## src/rtl/s2mm_ctrl_pkg.sv

```systemverilog
`default_nettype none
// ----------------------------------------------------------------------------
// s2mm_ctrl_pkg : shared types and constants for the S2MM frame controller
// Rev 1.0
// ----------------------------------------------------------------------------
package s2mm_ctrl_pkg;

  typedef enum logic [2:0] {
    ST_IDLE     = 3'd0,
    ST_WAIT_SOF = 3'd1,
    ST_FLUSH    = 3'd2,
    ST_CMD      = 3'd3,
    ST_STREAM   = 3'd4,
    ST_CHECK    = 3'd5
  } state_e;

  // err_code bit positions
  localparam int ERR_OVF = 0;
  localparam int ERR_TMO = 1;
  localparam int ERR_CNT = 2;
  localparam int ERR_CFG = 3;

  localparam int DEF_RST_CYCLES = 16;
  localparam int DEF_MAX_BUFS   = 4;

endpackage
`default_nettype wire

```

## src/rtl/s2mm_buf_ring.sv

```systemverilog
`default_nettype none
// ----------------------------------------------------------------------------
// s2mm_buf_ring : ring-buffer index and destination address accumulator
// Rev 1.0
// ----------------------------------------------------------------------------
module s2mm_buf_ring #(
  parameter int MAX_BUFS = 4
) (
  input  logic                        clk,
  input  logic                        rst,
  input  logic                        load,
  input  logic                        advance,
  input  logic [31:0]                 base,
  input  logic [31:0]                 stride,
  input  logic [$clog2(MAX_BUFS):0]   num_bufs,
  output logic [$clog2(MAX_BUFS)-1:0] idx,
  output logic [31:0]                 addr
);

  localparam int IDX_W = $clog2(MAX_BUFS);
  localparam int NUM_W = IDX_W + 1;

  logic [IDX_W-1:0] idx_q, idx_d;
  logic [31:0]      addr_q, addr_d;
  logic             at_last;

  assign at_last = ({1'b0, idx_q} == (num_bufs - NUM_W'(1)));

  always_comb begin
    idx_d  = idx_q;
    addr_d = addr_q;
    if (load) begin
      idx_d  = '0;
      addr_d = base;
    end else if (advance) begin
      if (at_last) begin
        idx_d  = '0;
        addr_d = base;
      end else begin
        idx_d  = idx_q + IDX_W'(1);
        addr_d = addr_q + stride;
      end
    end
  end

  always_ff @(posedge clk) begin
    if (rst) begin
      idx_q  <= '0;
      addr_q <= '0;
    end else begin
      idx_q  <= idx_d;
      addr_q <= addr_d;
    end
  end

  assign idx  = idx_q;
  assign addr = addr_q;

endmodule
`default_nettype wire

```

## src/rtl/s2mm_frame_ctrl.sv

```systemverilog
`default_nettype none
// ----------------------------------------------------------------------------
// s2mm_frame_ctrl : arms, flushes, commands and checks S2MM frame captures
// Rev 1.0
// ----------------------------------------------------------------------------
module s2mm_frame_ctrl
  import s2mm_ctrl_pkg::*;
#(
  parameter int RST_CYCLES = DEF_RST_CYCLES,
  parameter int MAX_BUFS   = DEF_MAX_BUFS
) (
  input  logic                        sys_clk,
  input  logic                        sys_rst,
  input  logic                        cfg_arm,
  input  logic                        cfg_stop,
  input  logic                        cfg_continuous,
  input  logic [15:0]                 cfg_line_bytes,
  input  logic [15:0]                 cfg_lines,
  input  logic [31:0]                 cfg_buf_base,
  input  logic [31:0]                 cfg_buf_stride,
  input  logic [$clog2(MAX_BUFS):0]   cfg_num_bufs,
  input  logic [31:0]                 cfg_timeout,
  input  logic                        cam_frame_start,
  output logic                        new_frame,
  output logic [31:0]                 expBytes,
  input  logic [31:0]                 dataCnt,
  input  logic                        FIFO_overflow,
  input  logic                        AxisDataVld,
  input  logic                        AxisDataRead,
  input  logic                        AxisDataEnd,
  output logic                        cmd_valid,
  input  logic                        cmd_ready,
  output logic [31:0]                 cmd_addr,
  output logic [31:0]                 cmd_len,
  output logic                        busy,
  output logic                        frame_done,
  output logic                        frame_err,
  output logic [3:0]                  err_code,
  output logic [31:0]                 frame_count,
  output logic [$clog2(MAX_BUFS)-1:0] buf_idx
);

  localparam int IDX_W = $clog2(MAX_BUFS);
  localparam int NUM_W = IDX_W + 1;
  localparam int CNT_W = $clog2(RST_CYCLES + 1);

  state_e           state_q, state_d;
  logic             arm_pend_q, arm_pend_d;
  logic [31:0]      prod_q, prod_d;
  logic             cont_q, cont_d;
  logic [31:0]      base_q, base_d;
  logic [31:0]      stride_q, stride_d;
  logic [NUM_W-1:0] num_q, num_d;
  logic [31:0]      tmo_cfg_q, tmo_cfg_d;
  logic [31:0]      exp_q, exp_d;
  logic [CNT_W-1:0] flush_cnt_q, flush_cnt_d;
  logic             new_frame_q, new_frame_d;
  logic             cmd_valid_q, cmd_valid_d;
  logic [31:0]      idle_q, idle_d;
  logic             tmo_hit_q, tmo_hit_d;
  logic             ovf_meta_q, ovf_meta_d;
  logic             ovf_sync_q, ovf_sync_d;
  logic             ovf_q, ovf_d;
  logic             done_q, done_d;
  logic             err_q, err_d;
  logic [3:0]       err_code_q, err_code_d;
  logic [31:0]      fcount_q, fcount_d;

  logic             beat;
  logic             last;
  logic             cfg_bad;
  logic [3:0]       err_vec;
  logic             ring_load;
  logic             ring_adv;
  logic [31:0]      ring_addr;
  logic [IDX_W-1:0] ring_idx;

  assign beat    = AxisDataVld & AxisDataRead;
  assign last    = beat & AxisDataEnd;
  assign cfg_bad = (prod_q == 32'd0) || (prod_q[1:0] != 2'b00) ||
                   (num_q == '0) || (num_q > NUM_W'(MAX_BUFS));

  always_comb begin
    state_d     = state_q;
    arm_pend_d  = arm_pend_q;
    prod_d      = prod_q;
    cont_d      = cont_q;
    base_d      = base_q;
    stride_d    = stride_q;
    num_d       = num_q;
    tmo_cfg_d   = tmo_cfg_q;
    exp_d       = exp_q;
    flush_cnt_d = flush_cnt_q;
    new_frame_d = new_frame_q;
    cmd_valid_d = cmd_valid_q;
    idle_d      = idle_q;
    tmo_hit_d   = tmo_hit_q;
    err_code_d  = err_code_q;
    fcount_d    = fcount_q;
    done_d      = 1'b0;
    err_d       = 1'b0;
    ring_load   = 1'b0;
    ring_adv    = 1'b0;
    ovf_meta_d  = FIFO_overflow;
    ovf_sync_d  = ovf_meta_q;
    ovf_d       = ovf_q | ovf_sync_q;

    err_vec          = '0;
    err_vec[ERR_OVF] = ovf_q;
    err_vec[ERR_TMO] = tmo_hit_q;
    err_vec[ERR_CNT] = (dataCnt != exp_q);

    case (state_q)
      ST_IDLE: begin
        // Config is latched on the arm cycle and judged one cycle later,
        // once the registered line*lines product is available.
        if (arm_pend_q) begin
          arm_pend_d = 1'b0;
          if (cfg_bad) begin
            err_d      = 1'b1;
            err_code_d = 4'b0001 << ERR_CFG;
          end else begin
            exp_d      = prod_q;
            err_code_d = '0;
            ring_load  = 1'b1;
            state_d    = ST_WAIT_SOF;
          end
        end else if (cfg_arm) begin
          arm_pend_d = 1'b1;
          prod_d     = 32'(cfg_line_bytes) * 32'(cfg_lines);
          cont_d     = cfg_continuous;
          base_d     = cfg_buf_base;
          stride_d   = cfg_buf_stride;
          num_d      = cfg_num_bufs;
          tmo_cfg_d  = cfg_timeout;
        end
      end

      ST_WAIT_SOF: begin
        if (cfg_stop) begin
          state_d = ST_IDLE;
        end else if (cam_frame_start) begin
          new_frame_d = 1'b1;
          flush_cnt_d = CNT_W'(1);
          state_d     = ST_FLUSH;
        end
      end

      ST_FLUSH: begin
        if (cfg_stop) cont_d = 1'b0;
        if (flush_cnt_q == CNT_W'(RST_CYCLES)) begin
          new_frame_d = 1'b0;
          ovf_d       = 1'b0;
          cmd_valid_d = 1'b1;
          state_d     = ST_CMD;
        end else begin
          flush_cnt_d = flush_cnt_q + CNT_W'(1);
        end
      end

      ST_CMD: begin
        if (cfg_stop) cont_d = 1'b0;
        if (cmd_ready) begin
          cmd_valid_d = 1'b0;
          err_code_d  = '0;
          idle_d      = '0;
          tmo_hit_d   = 1'b0;
          state_d     = ST_STREAM;
        end
      end

      ST_STREAM: begin
        if (cfg_stop) cont_d = 1'b0;
        if (last) begin
          idle_d  = '0;
          state_d = ST_CHECK;
        end else if (beat) begin
          idle_d = '0;
        end else begin
          idle_d = idle_q + 32'd1;
          if ((tmo_cfg_q != 32'd0) && (idle_q + 32'd1 == tmo_cfg_q)) begin
            tmo_hit_d = 1'b1;
            state_d   = ST_CHECK;
          end
        end
      end

      ST_CHECK: begin
        err_code_d = err_vec;
        if (|err_vec) begin
          err_d = 1'b1;
        end else begin
          done_d   = 1'b1;
          fcount_d = fcount_q + 32'd1;
          ring_adv = 1'b1;
        end
        state_d = (cont_q && !cfg_stop) ? ST_WAIT_SOF : ST_IDLE;
      end

      default: state_d = ST_IDLE;
    endcase
  end

  always_ff @(posedge sys_clk) begin
    if (sys_rst) begin
      state_q     <= ST_IDLE;
      arm_pend_q  <= 1'b0;
      prod_q      <= '0;
      cont_q      <= 1'b0;
      base_q      <= '0;
      stride_q    <= '0;
      num_q       <= '0;
      tmo_cfg_q   <= '0;
      exp_q       <= '0;
      flush_cnt_q <= '0;
      new_frame_q <= 1'b0;
      cmd_valid_q <= 1'b0;
      idle_q      <= '0;
      tmo_hit_q   <= 1'b0;
      ovf_meta_q  <= 1'b0;
      ovf_sync_q  <= 1'b0;
      ovf_q       <= 1'b0;
      done_q      <= 1'b0;
      err_q       <= 1'b0;
      err_code_q  <= '0;
      fcount_q    <= '0;
    end else begin
      state_q     <= state_d;
      arm_pend_q  <= arm_pend_d;
      prod_q      <= prod_d;
      cont_q      <= cont_d;
      base_q      <= base_d;
      stride_q    <= stride_d;
      num_q       <= num_d;
      tmo_cfg_q   <= tmo_cfg_d;
      exp_q       <= exp_d;
      flush_cnt_q <= flush_cnt_d;
      new_frame_q <= new_frame_d;
      cmd_valid_q <= cmd_valid_d;
      idle_q      <= idle_d;
      tmo_hit_q   <= tmo_hit_d;
      ovf_meta_q  <= ovf_meta_d;
      ovf_sync_q  <= ovf_sync_d;
      ovf_q       <= ovf_d;
      done_q      <= done_d;
      err_q       <= err_d;
      err_code_q  <= err_code_d;
      fcount_q    <= fcount_d;
    end
  end

  s2mm_buf_ring #(
    .MAX_BUFS (MAX_BUFS)
  ) u_ring (
    .clk      (sys_clk),
    .rst      (sys_rst),
    .load     (ring_load),
    .advance  (ring_adv),
    .base     (base_q),
    .stride   (stride_q),
    .num_bufs (num_q),
    .idx      (ring_idx),
    .addr     (ring_addr)
  );

  assign new_frame   = new_frame_q;
  assign expBytes    = exp_q;
  assign cmd_len     = exp_q;
  assign cmd_valid   = cmd_valid_q;
  assign cmd_addr    = ring_addr;
  assign busy        = (state_q != ST_IDLE);
  assign frame_done  = done_q;
  assign frame_err   = err_q;
  assign err_code    = err_code_q;
  assign frame_count = fcount_q;
  assign buf_idx     = ring_idx;

endmodule
`default_nettype wire

```

## config.mk

```make
export PLATFORM = sky130hd
export DESIGN_NAME = s2mm_frame_ctrl
export DESIGN_NICKNAME = d
export VERILOG_FILES = /design/src/rtl/s2mm_ctrl_pkg.sv /design/src/rtl/s2mm_buf_ring.sv /design/src/rtl/s2mm_frame_ctrl.sv
export SDC_FILE = /design/constraint.sdc
export NUM_CORES = 1
export LEC_CHECK = 0
export ABC_CLOCK_PERIOD_IN_PS = 7600
export BUFFER_PORTS_ARGS = -buffer_cell sky130_fd_sc_hd__clkbuf_2
export CORE_ASPECT_RATIO = 1.25
export CORE_UTILIZATION = 54
export CTS_CLUSTER_SIZE = 14
export DETAILED_ROUTE_END_ITERATION = 10
export GPL_ROUTABILITY_DRIVEN = 1
export PLACE_DENSITY = 0.86
export SYNTH_ARGS = -nofsm -noshare
export SYNTH_HDL_FRONTEND = slang
export SYNTH_SLANG_ARGS = --single-unit
```

## constraint.sdc

```tcl
create_clock -name sys_clk -period 7.6 [get_ports sys_clk]
set_input_delay 2.28 -clock sys_clk [delete_from_list [all_inputs] [get_ports sys_clk]]
set_output_delay 2.28 -clock sys_clk [all_outputs]
set_load 0.02 [all_outputs]
```

==> run metrics <==
status finished with violations; failing checks design-rule violations; H-tree Lvls 1; average size of a mapped cell 8.14 um2; Worst setup EP type flip-flop; CORE AREA between 0.04 and 0.05 mm2; synthesized area 0.0230 mm2; Post-synth ARST share 0; Die Wd 187 um; Post-synth EDFFs 0; Clock Tree Buf Depth 3; peak supply drop between 0.0004 and 0.0005 V; Cell Count, Final, Fillers Out between 3000 and 4000; Final Wtd Congestion a little under 1; RSZ-0062 raised after global routing no; Fillers 3633; Yosys warnings 0; Chip Height between 200 and 250 um; Syn Nets 3336; first-pass GRT wire length a little over 100000 um; Max Cap Violations 0; CTS buffer count 27; initial antenna violation count 0; Post-CTS Setup Inserts 0; number of synthesized register bits between 200 and 300; Critical Path Source Type input pin; WL/cell ~17 um; clock slew at reported path FFs 60 ps; share of cells above drive strength 1 0.159; final count of negative-setup-slack endpoints 0; I/O Buffers 312; Die ar. 0.0434 mm2; dpl cells 3622; Worst Hold Depth 1; layout overhead on the synthesized area 13.8%; hold buffers post-CTS 0; fin nets about 3600; crit-path max FO 10; Pwr per Cell Area 369 mW/mm2; critical path class input pin to flip-flop; Initial Util 0.547; Min-Delay Path Class flip-flop to flip-flop; max_slew headroom 0.258; largest net degree at the start of global routing around 140; Clock Latency Late Sink around 560 ps; GRT Overall Usage 0.286; Site Rows 84; CTS tree built; most common cell after layout, fill and taps aside nand2_1; CTS Sinks ~280; overall power between 0.009 and 0.01 W; most frequent cells in the layout 510 x nand2_1, 311 x clkbuf_2, 283 x dfxtp_1, 250 x inv_1, 216 x a21oi_1; DPL Wire Length 49300 um; total wire length about 63000 um; Avg Vias per Cell approximately 5.7; Top Ports between 300 and 400; Root Buffer clkbuf_16; DRC 2; Critical Path RT between 8000 and 9000 ps; Unique masters post-synth 80; Fin Setup TNS 0 ps; min cycle time layout between 7000 and 8000 ps; post-detailed-route count of antenna-violating nets 0; crit share post-route 0.978; grt ovf 0; Arrival @ worst endpoint between 7000 and 8000 ps; drt first pass iters 8; clk_skew between 20 and 25 ps; Final Max Slew Viols 0; r2r worst-path depth 9; Lkg Pwr 11.8 nW; violation count after the first detailed-route iteration between 1000 and 1500; main flop type after synthesis dfxtp_1; Worst-Margin Slew about 1100 ps; top achievable clock speed 135 MHz; n_diodes 0; Final Hold Fails 0; Mapped Cells 2825; Seq/Total Area, Yosys 0.246; vias in the first global route 20144; Via Count approximately 21000
==> path summary, 6_finish.rpt <==
| path | slack (ps) | to | start |
|---|---|---|---|
| max reg2reg | 3360 | frame_count[30] | cmd_len[8] |
| min reg2reg | 450 | ovf_q | ovf_sync_q |
| min | 450 | ovf_q | ovf_sync_q |
| max | 170 | prod_q[26] | cfg_line_bytes[7] |
==> power by group <==
part	switching [W]	internal (W)	total [W]
Sequential	0.000182	0.00169	0.00187
Clock	0.000586	0.000855	0.00144
Combinational	0.00340	0.00293	0.00633
Total	0.00417	0.00548	0.00965
==> layout make-up <==
| type | count | area (um2) | area share |
|---|---|---|---|
| inverters | 250 | 938 | 0.0359 |
| well taps | 559 | 699 | 0.0267 |
| clock inverters | 10 | 159 | 0.00607 |
| flip-flops and latches | 283 | 5670 | 0.217 |
| clock buffers | 38 | 787 | 0.0301 |
| repair buffers | 410 | 2320 | 0.0886 |
| multi-input cells | 2120 | 15600 | 0.596 |
==> synth_stat cells, drive strengths merged (4+ instances only) <==
| cell type | instances | area [um2] |
|---|---|---|
| o31ai | 8 | 60.1 |
| nand4 | 37 | 246 |
| nand2 | 513 | 1930 |
| o211a | 7 | 70.1 |
| nand3b | 6 | 45.0 |
| nor2b | 13 | 81.3 |
| nor2 | 190 | 713 |
| nand2b | 9 | 56.3 |
| nor3b | 7 | 52.6 |
| clkbuf | 121 | 464 |
| nor4b | 7 | 67.6 |
| nand3 | 56 | 290 |
| a31oi | 18 | 113 |
| or4 | 12 | 97.6 |
| inv | 250 | 938 |
| fa | 195 | 3900 |
| o21bai | 7 | 52.6 |
| o211ai | 18 | 135 |
| nand4b | 5 | 43.8 |
| ha | 142 | 1780 |
| a311oi | 17 | 149 |
| and3 | 23 | 145 |
| a21o | 20 | 150 |
| o2111ai | 5 | 43.8 |
| nor4 | 32 | 215 |
| xor2 | 40 | 350 |
| and2 | 121 | 757 |
| xnor2 | 100 | 876 |
| o21a | 12 | 90.1 |
| mux2i | 37 | 370 |
| a2111oi | 4 | 41.3 |
| nor3 | 51 | 267 |
| o21ai | 82 | 410 |
| a41oi | 4 | 35.0 |
| a21oi | 218 | 1090 |
| dfxtp | 283 | 5670 |
| a211oi | 25 | 188 |
| a22oi | 9 | 67.6 |
| or3 | 23 | 145 |
| buf | 50 | 365 |
| or2 | 8 | 50.1 |
| and4 | 7 | 65.1 |
==> routing by layer <==
layer	wire length, um	up-vias	track usage
li1	-	9907	-
met5	0	-	0
met4	3160	0	0.141
met2	31300	808	0.508
met3	3850	173	0.0285
met1	24900	9961	0.345
==> critical path: stages <==
cell	delay, ps
clkbuf_2	190
and2_1	230
fa_1	530
inv_1	50
fa_1	460
fa_1	450
fa_1	520
inv_1	60
fa_1	540
inv_1	50
fa_1	480
inv_1	60
ha_4	290
nand4_1	120
nor2_1	110
o21ai_0	120
a21bo_2	260
a31oi_2	220
a31oi_2	140
o21ba_2	230
or3_1	310
a31oi_1	160
==> repair_timing <==
action,in CTS,in global routing
gates resized for setup,0,2
setup endpoints to repair,0,2
hold endpoints to repair,0,0
==> cell families (layout without fill, tap and decap cells) <==
logic type      after synthesis  count (layout)  synth area share
simple gates               1122            1122             0.230
fa+ha+maj                   337             337             0.247
buf+inv                     422             708            0.0774
mux                          40              40            0.0176
flops                       283             283             0.246
compound gates              481             481             0.128
xor+xnor                    140             140            0.0533
==> registers in the layout, summed over array words and instances (netlist names), 2 cells and up <==
| register | flops |
|---|---|
| err_code | 4 |
| base_q | 32 |
| flush_cnt_q | 5 |
| state_q | 3 |
| cmd_len | 32 |
| tmo_cfg_q | 32 |
| num_q | 3 |
| prod_q | 32 |
| stride_q | 32 |
| u_ring.addr | 32 |
| u_ring.idx | 2 |
| idle_q | 32 |
| frame_count | 32 |
==> metrics by stage <==
step	area [um2]	hold slack [ps]	setup WS, ps	utilization
after floorplan	23000	405	0.223	-
after global placement	25200	417	-308	0.600
after detailed placement	25200	441	-361	0.600
after CTS	26200	455	213	0.622
after global routing	26200	461	10.5	0.622
final	26200	447	166	0.622
(Power assumes the default switching activity.)
